===== src/rtl/wb_fetch_unit.sv =====
// Wishbone instruction fetch master: one outstanding single-word read,
// results buffered in a small prefetch FIFO and handed to the core via valid/ready.
module wb_fetch_unit #(
  parameter int unsigned                ADDRESS_WIDTH = 32,
  parameter int unsigned                DATA_WIDTH    = 32,
  parameter logic [ADDRESS_WIDTH-1:0]   RESET_PC      = '0,
  parameter int unsigned                PC_STEP       = 4,
  parameter int unsigned                FIFO_DEPTH    = 4
) (
  input  logic                     CLK_I,
  input  logic                     RST_I,
  output logic                     STB_O,
  output logic                     CYC_O,
  output logic                     WE_O,
  output logic [ADDRESS_WIDTH-1:0] ADR_O,
  input  logic [DATA_WIDTH-1:0]    DAT_I,
  input  logic                     ACK_I,
  input  logic                     redirect_i,
  input  logic [ADDRESS_WIDTH-1:0] redirect_pc_i,
  output logic                     instr_valid_o,
  output logic [DATA_WIDTH-1:0]    instr_data_o,
  output logic [ADDRESS_WIDTH-1:0] instr_pc_o,
  input  logic                     instr_ready_i
);

  localparam int unsigned PTR_W = $clog2(FIFO_DEPTH);
  localparam int unsigned CNT_W = PTR_W + 1;

  localparam logic [1:0] S_IDLE    = 2'd0;
  localparam logic [1:0] S_WAIT    = 2'd1;
  localparam logic [1:0] S_DISCARD = 2'd2;

  localparam logic [ADDRESS_WIDTH-1:0] W_STEP = ADDRESS_WIDTH'(PC_STEP);
  localparam logic [CNT_W-1:0]         W_FULL = CNT_W'(FIFO_DEPTH);

  logic [1:0]               r_state;
  logic [ADDRESS_WIDTH-1:0] r_fetch_pc;
  logic [ADDRESS_WIDTH-1:0] r_adr;
  logic                     r_armed;

  logic [DATA_WIDTH-1:0]    r_fifo_data [FIFO_DEPTH];
  logic [ADDRESS_WIDTH-1:0] r_fifo_pc   [FIFO_DEPTH];
  logic [PTR_W-1:0]         r_wr_ptr;
  logic [PTR_W-1:0]         r_rd_ptr;
  logic [CNT_W-1:0]         r_count;
  logic [DATA_WIDTH-1:0]    r_head_data;
  logic [ADDRESS_WIDTH-1:0] r_head_pc;

  logic                     w_full;
  logic                     w_issue;
  logic                     w_push;
  logic                     w_pop;
  logic [PTR_W-1:0]         w_rd_next;

  assign w_full    = (r_count == W_FULL);
  // r_armed keeps the first cycle after reset quiet so outputs show reset values
  assign w_issue   = (r_state == S_IDLE) && r_armed && !redirect_i && !w_full;
  assign w_push    = (r_state == S_WAIT) && ACK_I && !redirect_i;
  assign w_pop     = (r_count != '0) && instr_ready_i && !redirect_i;
  assign w_rd_next = r_rd_ptr + 1'b1;

  assign STB_O         = w_issue;
  assign CYC_O         = w_issue || (r_state != S_IDLE);
  assign WE_O          = 1'b0;
  assign ADR_O         = w_issue ? r_fetch_pc : r_adr;
  assign instr_valid_o = (r_count != '0);
  assign instr_data_o  = r_head_data;
  assign instr_pc_o    = r_head_pc;

  always_ff @(posedge CLK_I) begin
    if (!RST_I) begin
      r_state    <= S_IDLE;
      r_fetch_pc <= RESET_PC;
      r_adr      <= '0;
      r_armed    <= 1'b0;
    end else begin
      r_armed <= 1'b1;
      case (r_state)
        S_IDLE: begin
          if (redirect_i) begin
            r_fetch_pc <= redirect_pc_i;
          end else if (w_issue) begin
            r_adr   <= r_fetch_pc;
            r_state <= S_WAIT;
          end
        end
        S_WAIT: begin
          if (redirect_i) begin
            r_fetch_pc <= redirect_pc_i;
            r_state    <= ACK_I ? S_IDLE : S_DISCARD;
          end else if (ACK_I) begin
            r_fetch_pc <= r_fetch_pc + W_STEP;
            r_state    <= S_IDLE;
          end
        end
        S_DISCARD: begin
          if (redirect_i) r_fetch_pc <= redirect_pc_i;
          if (ACK_I)      r_state    <= S_IDLE;
        end
        default: r_state <= S_IDLE;
      endcase
    end
  end

  always_ff @(posedge CLK_I) begin
    if (RST_I && w_push) begin
      r_fifo_data[r_wr_ptr] <= DAT_I;
      r_fifo_pc[r_wr_ptr]   <= r_adr;
    end
  end

  // Head is a register so an empty FIFO keeps showing the last word it held
  always_ff @(posedge CLK_I) begin
    if (!RST_I) begin
      r_wr_ptr    <= '0;
      r_rd_ptr    <= '0;
      r_count     <= '0;
      r_head_data <= '0;
      r_head_pc   <= '0;
    end else if (redirect_i) begin
      r_wr_ptr <= '0;
      r_rd_ptr <= '0;
      r_count  <= '0;
    end else begin
      if (w_push) r_wr_ptr <= r_wr_ptr + 1'b1;
      if (w_pop)  r_rd_ptr <= w_rd_next;
      case ({w_push, w_pop})
        2'b10:   r_count <= r_count + 1'b1;
        2'b01:   r_count <= r_count - 1'b1;
        default: r_count <= r_count;
      endcase
      if (w_pop) begin
        if (r_count > CNT_W'(1)) begin
          r_head_data <= r_fifo_data[w_rd_next];
          r_head_pc   <= r_fifo_pc[w_rd_next];
        end else if (w_push) begin
          r_head_data <= DAT_I;
          r_head_pc   <= r_adr;
        end
      end else if ((r_count == '0) && w_push) begin
        r_head_data <= DAT_I;
        r_head_pc   <= r_adr;
      end
    end
  end

endmodule


===== config.mk =====
export PLATFORM = sky130hd
export DESIGN_NAME = wb_fetch_unit
export DESIGN_NICKNAME = d
export VERILOG_FILES = /design/src/rtl/wb_fetch_unit.sv
export SDC_FILE = /design/constraint.sdc
export NUM_CORES = 1
export LEC_CHECK = 0
export BUFFER_PORTS_ARGS = -buffer_cell sky130_fd_sc_hd__buf_2
export CORE_ASPECT_RATIO = 1.5
export CORE_MARGIN = 1.5
export CORE_UTILIZATION = 35
export CTS_BUF_LIST = sky130_fd_sc_hd__clkbuf_4
export DETAILED_ROUTE_END_ITERATION = 8
export PLACE_DENSITY = 0.63
export SLEW_MARGIN = 20
export SYNTH_ARGS = -nofsm -noshare
export SYNTH_HDL_FRONTEND = slang
export SYNTH_SLANG_ARGS = --single-unit

===== constraint.sdc =====
create_clock -name CLK_I -period 4.1 [get_ports CLK_I]
set_clock_uncertainty 0.2 [all_clocks]
set_input_delay 0.205 -clock CLK_I [delete_from_list [all_inputs] [get_ports CLK_I]]
set_output_delay 0.205 -clock CLK_I [all_outputs]
set_load 0.05 [all_outputs]

## Word level (Yosys, flattened, before mapping)

Memory sizes are Yosys's and may differ from the RTL's.
Index checks and enable logic that the tools add are counted.

| storage, ports and cells | value |
|---|---|
| flip-flop bits (word level) | 138 |
| bits in writable memories | 256 |
| input bits | 69 |
| output and inout bits | 100 |
| logic and storage cells | 77 |
| memories | 2 |

Memories:

| memory | words | width | read ports | clocked after Yosys merged registers in | write ports | line | text |
|---|---|---|---|---|---|---|---|
| r_fifo_data | 4 | 32 | 1 | 0 | 1 | 41 | `logic [DATA_WIDTH-1:0] r_fifo_data [FIFO_DEPTH];` |
| r_fifo_pc | 4 | 32 | 1 | 0 | 1 | 42 | `logic [ADDRESS_WIDTH-1:0] r_fifo_pc [FIFO_DEPTH];` |

| operators by class | value |
|---|---|
| add/subtract/negate cells | 5 |
| order comparisons | 1 |
| eq/ne operators | 10 |
| mux-type cells | 23 |
| bitwise operators | 2 |
| reductions and logical operators | 25 |

Operators by type and width:

| operator | count |
|---|---|
| 2-to-1 mux 32 bit | 12 |
| case mux 32 bit (2 select lines) | 1 |
| adder 32 x 3 -> 32 bit (second input constant) | 1 |
| 2-to-1 mux 2 bit | 5 |
| logical AND 1 bit | 9 |
| nonzero test 2 bit | 4 |
| case mux 2 bit (3 select lines) | 1 |
| case mux 3 bit (2 select lines) | 1 |
| AND reduction 3 bit | 2 |
| adder 2 x 1 -> 2 bit (second input constant) | 2 |
| == test 2 x 1 -> 1 bit (second input constant) | 2 |
| == test 2 bit (second input constant) | 2 |
| != test 2 bit (second input constant) | 2 |
| AND reduction 2 bit | 2 |
| OR reduction 2 bit | 2 |
| adder 3 x 1 -> 3 bit (second input constant) | 1 |
| == test 3 bit (second input constant) | 1 |
| > comparator 3 x 1 -> 1 bit (second input constant) | 1 |
| zero test 3 bit | 1 |
| 2-to-1 mux 1 bit | 3 |
| != test 3 x 2 -> 1 bit (second input constant) | 1 |
| != test 3 bit (second input constant) | 1 |
| nonzero test 3 bit | 1 |
| subtractor 3 x 1 -> 3 bit (second input constant) | 1 |
| other kinds (5) | 7 |

## Longest topological paths before layout

| logic depth | value |
|---|---|
| depth in word-level cells | 7 |
| mapped depth | 12 |
| gate-level depth less buffers | 10 |

## Worst setup path before layout

No wires, ideal clock.

| path | value |
|---|---|
| path type | register to register |
| from | register r_state[1] |
| to | memory r_fifo_data[0][0], enable pin |
| library setup time | 0.429 ns |
| arrival time | 2.356 ns |
| required time | 3.471 ns |
| path slack | 1.115 ns |
| stages on the path, launching flop included | 5 |
| period minus slack after synthesis | 2.985 ns |
| path through | dfxtp_1 clkbuf_1 nand3b_4 nor2_1 and2_1 |

| between the ends | value |
|---|---|
| cells in the longest elaborated chain, start to end | 6 |

RTL lines:

| element | line | text |
|---|---|---|
| start, declared | 36 | `logic [1:0] r_state;` |
| start signal, assigned | 90 | `r_state <= ACK_I ? S_IDLE : S_DISCARD;` |
| == test 2 x 1 -> 1 bit | 58 | `assign w_push = (r_state == S_WAIT) && ACK_I && !redirect_i;` |
| logical AND 1 bit (2 in a row) | 58 |  |
| logical AND 1 bit | 106 | `if (RST_I && w_push) begin` |
| 2-to-1 mux 1 bit | 106 |  |
| 2-to-1 mux 1 bit (implied by the code) | 107 | `r_fifo_data[r_wr_ptr] <= DAT_I;` |
| end, declared | 41 |  |

No other way between the ends.

## Final worst setup path

| path | value |
|---|---|
| from | register r_state[0] |
| to | register r_head_pc[14] (netlist: instr_pc_o[14]) |

| between the ends | value |
|---|---|
| cells in the longest elaborated chain, start to end | 6 |
| elaborated cells on any way between the ends | 7 |
| classes of those cells | 2 x eq/ne; 5 x reduce/logical |

RTL lines:

| element | line | text |
|---|---|---|
| == test 2 x 1 -> 1 bit (*) | 58 |  |
| logical AND 1 bit (*) (2 in a row) | 58 |  |
| logical AND 1 bit | 140 | `end else if ((r_count == '0) && w_push) begin` |
| nonzero test 2 bit (no source line) | -- |  |
| AND reduction 3 bit (no source line) (*) | -- |  |
| end signal, assigned | 135 | `r_head_pc <= r_fifo_pc[w_rd_next];` |
| end signal, assigned | 138 | `r_head_pc <= r_adr;` |
| end signal, assigned | 142 | `r_head_pc <= r_adr;` |
| end, declared | 47 | `logic [ADDRESS_WIDTH-1:0] r_head_pc;` |

Mark *: on every way between the ends. The rest lies on a longest branch, timed or not.
A chain may end at the register's enable or synchronous reset.

==> metrics <==
row cnt=between 90 and 100; TritonCTS clock tree=done; antenna-violating nets left=0; Final Max Tran Viols=0; final hold slack=approximately 0.08 ns; class of the worst hold path=in2reg; vias per cell=between 5 and 6; worst r2r src=r_state[0]; fin crit share=0.835; total number of vias=11,007; Worst Setup End Kind=flip-flop; leak pwr=~7.3 nW; share of layout cells above drive strength 1=0.308; FF-to-FF path depth=9; PD cells=416 nW/µm²; # resized after CTS=0; initial antenna violation count=2; nets@finish=~1,600; ys flop type=edfxtp_1; RD Place Congestion=between 0.8 and 0.9; Num CTS Buffers=97; Syn Nets=approximately 1,200; Data arrival, critical path=3.93 ns; RSZ-0062 raised after global routing=no; Worst Path Max Fanout=11; WP data required=4.60 ns; Synth Instances=about 1,100; Initial Utilization=0.354; Netlist cell types=between 70 and 80; Core ar.=between 40,000 and 50,000 µm²; Peak VDD IR=around 0.21 mV; Remaining Overflow, GRT=0; synth warn=0; run status=completed; worst hold path stage count=4; clock period minus worst slack=~3.4 ns; Hold Path Sink=instr_data_o[23]; Layout Utilization=0.448; synthesized cell area=~16,000 µm²; Rel. slew slack=0.353; Routed wire per std cell=approximately 19 µm; final wirelength=between 40,000 and 50,000 µm; top cells by area, synth=edfxtp_1, dfxtp_1, mux4_2; global-route wire length before repair=~65,000 µm; area delta synth->final=26.6%; Register Area=approximately 10,000 µm²; Synth area leader=edfxtp_1; Die X-Extent=between 150 and 200 µm; initial drt markers=between 700 and 800; post-synthesis sequential area ratio=0.660; setup slack, reg-to-reg=just under 0.7 ns; Hold Path Origin=DAT_I[23]; total negative setup slack=0 ns; drt drc=0; top cell type's share of synthesized area=0.486; 1st-pass router iterations=5; Worst R2R End=instr_pc_o[14]; clock-pin slew on the worst setup and hold paths=0.07 ns; vias in the first global route=between 10,000 and 15,000; clk buf depth=3; post-DP HPWL=23,600 µm; multi-input logic area=just under 5000 µm²; Achievable Freq=between 200 and 300 MHz; input/output buffers=167; IO Pins=between 150 and 200; crit path kind=reg2reg; Final setup violation count=0; chip height=around 260 µm; Synth Register Bits=between 300 and 400; GRT Total Usage=0.181; clock latency on the worst-skew pair=between 0.7 and 0.8 ns; H-tree depth=3; die area=roughly 47,000 µm²; clock sinks=394; largest net degree at the start of global routing=85; asr flop ratio synth=0; final hold viol count=0; Post-synth EDFFs=approximately 260; Max Cap Violations=0; CTS root buffer=clkbuf_4; CP Launch Type=flip-flop; Fillers=between 4,000 and 5,000; Least-Margin Pin Slew=about 1 ns; Avg Inst Size Synth=between 10 and 15 µm²
where the power goes:
| group | total (mW) | internal [mW] | switching (mW) |
|---|---|---|---|
| sequential | 4.33 | 4.26 | 0.0694 |
| combinational | 0.542 | 0.217 | 0.325 |
| clock | 3.46 | 1.90 | 1.56 |
| total | 8.33 | 6.38 | 1.95 |
worst max path at each step:
stage                     from                 to  slack [ns]  cells after the start
finish              r_state[0]     instr_pc_o[14]        0.68                      9
global route        r_state[0]     instr_pc_o[14]        0.45                      9
CTS                 r_state[0]   instr_data_o[12]        0.20                      9
detailed placement  redirect_i      instr_pc_o[1]        0.90                     10
global placement    redirect_i      instr_pc_o[0]        0.99                     10
floorplan           r_state[1]  r_fifo_data[0][0]        1.11                      4
cells in the final DEF (no fill, tap or decap), types with 18 or more instances in the layout:
cell	Yosys	routed
nand2_1	164	164
nand3_1	20	20
and2_1	40	36
nor2_1	31	31
clkbuf_4	0	161
o21ai_1	57	56
mux2_2	32	32
dfxtp_1	138	136
a21oi_1	21	21
dlygate4sd3_1	0	142
edfxtp_1	256	256
a31oi_1	69	69
buf_4	7	18
mux4_2	64	64
buf_2	18	166
o21ai_0	28	28
per-layer routing:
layer  part of all wire  track usage
met4              0.026       0.0829
met1               0.40        0.209
met3              0.052       0.0365
met2               0.52        0.319
met5                  0            0
worst max-delay path, cell delays in order, from the launching register on:
cell and delay [ns]:
dfxtp_1 0.53, nand2b_1 0.14, nor3b_2 0.32, inv_2 0.16
ha_1 0.28, nor2b_1 0.17, a221oi_4 0.56, dlygate4sd3_1 0.73
o21ai_1 0.08, a31oi_1 0.19
sequential cells by signal (all words and copies together) (netlist names):
signal	count
instr_pc_o	32
r_fifo_pc	128
r_fifo_data	128
r_wr_ptr	2
r_rd_ptr	2
r_armed	1
r_fetch_pc	32
r_state	2
r_count	3
instr_data_o	32
r_adr	32
layout make-up:
type,instances,area share
flip-flops and latches,394,0.522
multi-input cells,656,0.248
repair buffers,331,0.124
clock buffers,161,0.0603
well taps,582,0.0363
clock inverters,22,0.00724
inverters,8,0.00150
diodes,3,0.000375
metrics by stage:
stage	power [mW]	instances	setup slack, ns	area [µm²]
6_report	8.33	2157	0.676	20000
3_5_place_dp	4.86	1828	0.896	17200
4_1_cts	8.44	2154	0.199	20000
3_3_place_gp	4.85	1828	0.985	17200
2_1_floorplan	4.69	1138	1.11	15800
5_1_grt	8.70	2156	0.445	20000
Yosys cell counts (5+ instances only):
cell type and count:
edfxtp_1 256, nand2_1 164, dfxtp_1 138, a31oi_1 69
mux4_2 64, o21ai_1 57, clkbuf_1 46, and2_1 40
mux2_2 32, nor2_1 31, o21ai_0 28, a21oi_1 21
nand3_1 20, buf_2 18, nor3_1 12, ha_1 10
nand4_1 8, and3_1 7, buf_4 7, inv_1 7
a311oi_1 6, a211oi_1 5, nor4_1 5
kinds of logic (layout without fill, tap and decap cells):
| logic type | count (synthesis) | in the layout | share of synthesized area |
|---|---|---|---|
| and+or+nand+nor | 319 | 319 | 0.0995 |
| DFF | 394 | 394 | 0.660 |
| muxes | 99 | 99 | 0.116 |
| AOI/OAI and AO/OA | 222 | 222 | 0.0859 |
| buffers and inverters | 88 | 522 | 0.0277 |
| other | 1 | 4 | 0.000237 |
| xor gates and xnor gates | 5 | 5 | 0.00277 |
| adders and majority gates | 10 | 10 | 0.00791 |
repair_timing:
action / 4_1_cts / 5_1_grt
hold buffers: 143 / 0
endpoints found under the hold margin: 236 / 0
setup endpoints to repair: 0 / 2
setup buffers: 0 / 0
No activity file was read; power rests on OpenSTA's default activity.
